--- config.mk ---
export PLATFORM = sky130hd
export DESIGN_NAME = pseudo_spi_sram_reader
export DESIGN_NICKNAME = d
export VERILOG_FILES = /design/src/rtl/pseudo_spi_sram_reader_pkg.sv /design/src/rtl/pseudo_spi_sram_reader_shift_reg8.sv /design/src/rtl/pseudo_spi_sram_reader.sv
export SDC_FILE = /design/constraint.sdc
export NUM_CORES = 1
export LEC_CHECK = 0
export ABC_AREA = 1
export BUFFER_PORTS_ARGS = -buffer_cell sky130_fd_sc_hd__buf_2
export CAP_MARGIN = 15
export CORE_AREA = 3 3 100 92
export CTS_CLUSTER_SIZE = 40
export DETAILED_ROUTE_END_ITERATION = 10
export DIE_AREA = 0 0 103 95
export PLACE_DENSITY = 0.63
export SLEW_MARGIN = 40
export SYNTH_ARGS = -nofsm -noshare
export SYNTH_HDL_FRONTEND = slang
export SYNTH_HIERARCHICAL = 1
export SYNTH_SLANG_ARGS = --single-unit
--- constraint.sdc ---
create_clock -name CLK -period 5.3 [get_ports CLK]
set_input_delay 0.53 -clock CLK [delete_from_list [all_inputs] [get_ports CLK]]
set_output_delay 0.53 -clock CLK [all_outputs]
set_load 0.02 [all_outputs]
--- src/rtl/pseudo_spi_sram_reader_pkg.sv ---
// Shared encodings and widths for the pseudo-SPI SRAM reader.
// The SRAM loader and bench monitors decode the same state values.
package pseudo_spi_sram_reader_pkg;

    localparam int MEMORY_ADDR_WIDTH = 9;
    localparam int MEMORY_DATA_WIDTH = 8;
    localparam int RESERVED_DATA_LEN = 8;

    typedef enum logic [2:0] {
        SPI_IDLE = 3'b000,
        SPI_ADDR = 3'b001,
        SPI_READ = 3'b011,
        SPI_SOUT = 3'b010,
        SPI_LOOP = 3'b110,
        SPI_RDY  = 3'b100,
        SPI_DONE = 3'b101
    } spi_state_t;

endpackage

--- src/rtl/pseudo_spi_sram_reader_shift_reg8.sv ---
// Byte shifter for the serial link: parallel load, shift right, bit 0 is the serial output.
module pseudo_spi_sram_reader_shift_reg8
    import pseudo_spi_sram_reader_pkg::*;
(
    input  logic                         clk,
    input  logic                         rst_n,
    input  logic                         clear,
    input  logic                         load,
    input  logic                         shift,
    input  logic [MEMORY_DATA_WIDTH-1:0] din,
    output logic                         sout
);

    logic [MEMORY_DATA_WIDTH-1:0] data;

    // Clear wins so an aborted byte never leaks onto the line.
    always_ff @(posedge clk or negedge rst_n) begin
        if (!rst_n) begin
            data <= '0;
        end else if (clear) begin
            data <= '0;
        end else if (load) begin
            data <= din;
        end else if (shift) begin
            data <= {1'b0, data[MEMORY_DATA_WIDTH-1:1]};
        end
    end

    assign sout = data[0];

endmodule

--- src/rtl/pseudo_spi_sram_reader.sv ---
// Reads DATA_LEN bytes downward from ADDR_BGN-1 out of the shared SRAM and
// shifts each one out LSB first over the SCLK1/SCLK2/LAT pseudo-SPI link.
module pseudo_spi_sram_reader
    import pseudo_spi_sram_reader_pkg::*;
(
    input  logic                         CLK,
    input  logic                         rst_n,
    input  logic                         BGN,
    input  logic [MEMORY_ADDR_WIDTH-1:0] ADDR_BGN,
    input  logic [RESERVED_DATA_LEN-1:0] DATA_LEN,
    input  logic [MEMORY_DATA_WIDTH-1:0] PI,
    output logic                         SCLK1,
    output logic                         SCLK2,
    output logic                         LAT,
    output logic                         SPI_SO,
    output logic                         CEN,
    output logic [MEMORY_ADDR_WIDTH-1:0] A,
    output logic                         D_WE,
    output logic                         spi_is_done,
    output logic [2:0]                   spi_state
);

    spi_state_t                   state;
    logic [MEMORY_ADDR_WIDTH-1:0] addr;
    logic [MEMORY_ADDR_WIDTH-1:0] addr_dec;
    logic [MEMORY_ADDR_WIDTH-1:0] addr_first;
    logic [RESERVED_DATA_LEN-1:0] byte_cnt;
    logic [RESERVED_DATA_LEN-1:0] byte_cnt_inc;
    logic [RESERVED_DATA_LEN-1:0] len;
    logic [2:0]                   bit_cnt;
    logic                         abort;

    assign addr_dec     = addr - 9'd1;
    assign addr_first   = ADDR_BGN - 9'd1;
    assign byte_cnt_inc = byte_cnt + 8'd1;
    assign abort        = (state != SPI_IDLE) && !BGN;

    // A is loaded on the edge entering ADDR so it is stable while CEN is low.
    always_ff @(posedge CLK or negedge rst_n) begin
        if (!rst_n) begin
            state    <= SPI_IDLE;
            A        <= '0;
            addr     <= '0;
            byte_cnt <= '0;
            bit_cnt  <= '0;
            len      <= '0;
        end else if (abort) begin
            state    <= SPI_IDLE;
            byte_cnt <= '0;
            bit_cnt  <= '0;
        end else begin
            case (state)
                SPI_IDLE: begin
                    if (BGN) begin
                        addr     <= addr_first;
                        A        <= addr_first;
                        byte_cnt <= '0;
                        len      <= DATA_LEN;
                        state    <= (DATA_LEN == 8'd0) ? SPI_DONE : SPI_ADDR;
                    end
                end
                SPI_ADDR: state <= SPI_READ;
                SPI_READ: begin
                    bit_cnt <= '0;
                    state   <= SPI_SOUT;
                end
                SPI_SOUT: state <= SPI_LOOP;
                SPI_LOOP: begin
                    if (bit_cnt == 3'd7) begin
                        state <= SPI_RDY;
                    end else begin
                        bit_cnt <= bit_cnt + 3'd1;
                        state   <= SPI_SOUT;
                    end
                end
                SPI_RDY: begin
                    addr     <= addr_dec;
                    byte_cnt <= byte_cnt_inc;
                    if (byte_cnt_inc == len) begin
                        state <= SPI_DONE;
                    end else begin
                        A     <= addr_dec;
                        state <= SPI_ADDR;
                    end
                end
                SPI_DONE: state <= SPI_DONE;
                default:  state <= SPI_IDLE;
            endcase
        end
    end

    pseudo_spi_sram_reader_shift_reg8 u_spi_shift_reg8 (
        .clk   (CLK),
        .rst_n (rst_n),
        .clear (abort),
        .load  (state == SPI_READ),
        .shift (state == SPI_LOOP),
        .din   (PI),
        .sout  (SPI_SO)
    );

    assign SCLK1       = (state == SPI_SOUT);
    assign SCLK2       = (state == SPI_LOOP);
    assign LAT         = (state == SPI_RDY);
    assign CEN         = (state != SPI_ADDR);
    assign spi_is_done = (state == SPI_DONE);
    assign D_WE        = 1'b1;
    assign spi_state   = state;

endmodule

==> results.ini <==
[timing]
hold_violations=0
tns_ns=0
period_needed_ns=2.19
rsz0062_at_grt=no
setup_viol=0
post-route-period-util=0.413
fmax_mhz=457
fin_worst_skew_ns=0.0204
slew_headroom=0.510
worst_pin_slew_ns=0.733
hold-worst-slack_ns=0.310
maxSlewViolCount=0

[drt]
drc=0
drt_iter0_markers=139
drt_pass1_iterations=6
antenna_left=0
vias=2550
vias_per_cell=4.70
wl_per_cell_um=11.8
wirelength_um=6400

[floorplanning]
start_util=0.352
chipWidth_um=103
die_h_um=95
core_area_um2=8150
rows=31
dieArea_um2=9790
io_pins=47

[global_route]
overflow=0
grt_pass1_wl_um=10600
grt_start_max_net_pins=49
track_usage=0.138
grt_antenna_before_repair=0
grt_pass1_vias=2365

[finish]
final_cell_count_no_fill=542
fillers=836
nets=475
layout-drive-gt1-share=0.194
syn_to_final_growth_pct=13.6
diodes=0

[pwr]
powerDensity_nw_per_um2=275
switching_share=0.346
seqPwrFrac=0.505
p_leak_nw=1.77
clkPwrFrac=0.241
p_switching_w=0.000309
pwr-share-comb=0.254
p_int_w=0.000584
ir_drop_v=0.000124

[clock_tree]
clk_pin_slew_ns=0.10
post_cts_buffers=0
cts_hold_buf=0
cts.sinks=48
cts-resized-gates=0
numCtsBuffers=5
clockBufferDepth=2
clock_latency_ns=0.31
cts_max_level=2
cts_tree=done
root_buffer=clkbuf_8

[critical_path]
end_kind=output port
critPathRequiredTime_ns=4.77
crit_type=reg2out
startpoint_type=flop
critical_path_peak_fanout=7
cp_data_arrival_time_ns=1.66

[synth]
synth_nets=429
synth_seq_cells=48
yosysUniqueCellTypes=36
yosysWarnings=6
syn_avg_cell_area_um2=7.22
synth_top_area_share=0.419
synth_cells=397
ys_seq_area_frac=0.419
synth_top_area_cell=dfrtp_1
synthTopCellsByArea=dfrtp_1 42%, nand2_1 17%, nand3_1 8.4%
syn_area_um2=2870

[place]
gp_congestion=0.903
dp.final_hpwl_um=4900
io_buffers=45
dp.cells=535

[run]
cap_violations=0

[hold_path]
min_path_type=in2async

[outcome]
status=finished, final reports clean

## critical path, stage by stage (launching register included)
cell and delay, ns:
dfrtp_1 0.55, inv_1 0.16, nor3_1 0.39, buf_2 0.25
## power groups by stage
stage	sequential [W]	combinational (W)	clock, W
after CTS	0.000452	0.000229	0.000222
final	0.000451	0.000227	0.000215
after global routing	0.000459	0.000259	0.000236
after floorplan	0.000469	0.000148	0
after detailed placement	0.000459	0.000228	0
after global placement	0.000459	0.000224	0
## layout make-up
cell class,instances,area (um2),area share
Timing Repair Buffer,47,240,0.0738
Tap cell,99,124,0.0381
Inverter,65,249,0.0765
Sequential cell,48,1200,0.369
Multi-Input combinational cell,276,1360,0.418
Clock buffer,5,68.8,0.0211
Clock inverter,2,12.5,0.00384
## registers in the layout (all words and copies together), names as in the netlist
name / cells
A: 9
addr: 9
byte_cnt: 8
len: 8
u_spi_shift_reg8/data: 8
bit_cnt: 3
spi_state: 3
## cells in the final DEF, fill, tap and decap left out
cell type,n
xor2_1,2
dfrtp_1,48
nor2_4,4
o21ai_1,3
a21oi_1,5
nor4_1,1
nand2_2,6
o21ai_4,1
nand4_1,5
nand3b_1,3
nor2_2,5
clkbuf_8,5
clkinv_2,1
a31oi_1,1
nor2_1,20
o22ai_1,5
a21oi_4,1
buf_4,2
inv_6,1
o21ai_0,17
nand3_1,48
nand2_1,127
inv_2,6
or2_1,1
buf_2,45
o21bai_1,1
o21ai_2,6
nor3_1,6
nand3_2,1
ha_1,4
xnor2_1,1
clkinvlp_4,1
conb_1,1
inv_1,58
nand2_4,1
## synthesized netlist by cell type (all sizes together)
cell type  number
o21bai          1
nand2         134
dfrtp          48
a21oi           6
buf             5
a31oi           1
o21ai          27
inv            65
nand4           5
ha              4
nor2           29
o22ai           5
nor4            1
conb            1
nand3          49
xnor2           1
nor3            6
or2             1
clkbuf          3
xor2            2
nand3b          3
## per-layer routing
metal | up-vias | track usage | part of all wire
li1 | 1340 | - | -
met4 | 0 | 0.0410 | 0.017
met5 | - | 0 | 0
met1 | 1144 | 0.182 | 0.46
met2 | 56 | 0.226 | 0.48
met3 | 10 | 0.0288 | 0.042
## path summary, 6_finish.rpt
path / from / to / slack (ns) / cells past startpoint
max: spi_state[2] / SCLK2 / 3.11 / 3
min: rst_n / len[7] / 0.31 / 2
max reg2reg: spi_state[0] / A[3] / 3.12 / 6
min reg2reg: u_spi_shift_reg8/data[2] / u_spi_shift_reg8/data[2] / 0.48 / 2
max in group asynchronous: rst_n / u_spi_shift_reg8/data[0] / 4.55 / 2
min in group CLK: PI[7] / u_spi_shift_reg8/data[7] / 0.46 / 3
## stage by stage
| step | util | cell area, um2 | total power [W] | worst slack [ns] |
|---|---|---|---|---|
| 3_3_place_gp | 0.389 | 3170 | 0.000683 | 2.78 |
| 3_5_place_dp | 0.389 | 3170 | 0.000687 | 2.69 |
| 4_1_cts | 0.399 | 3250 | 0.000903 | 2.75 |
| 6_report | 0.400 | 3250 | 0.000893 | 3.11 |
| 5_1_grt | 0.400 | 3250 | 0.000954 | 2.88 |
| 2_1_floorplan | - | 2870 | 0.000617 | 3.28 |
## cell families after synthesis
group,after synthesis,share of synthesized area
adder cells (fa/ha/maj),4,0.0175
other,1,0.00131
buffers and inverters,73,0.108
XOR/XNOR,3,0.00917
AND/OR/NAND/NOR,228,0.355
flip-flops,48,0.419
AO/OA/AOI/OAI,40,0.0891
Note: power is estimated with default switching activity, not from simulation.
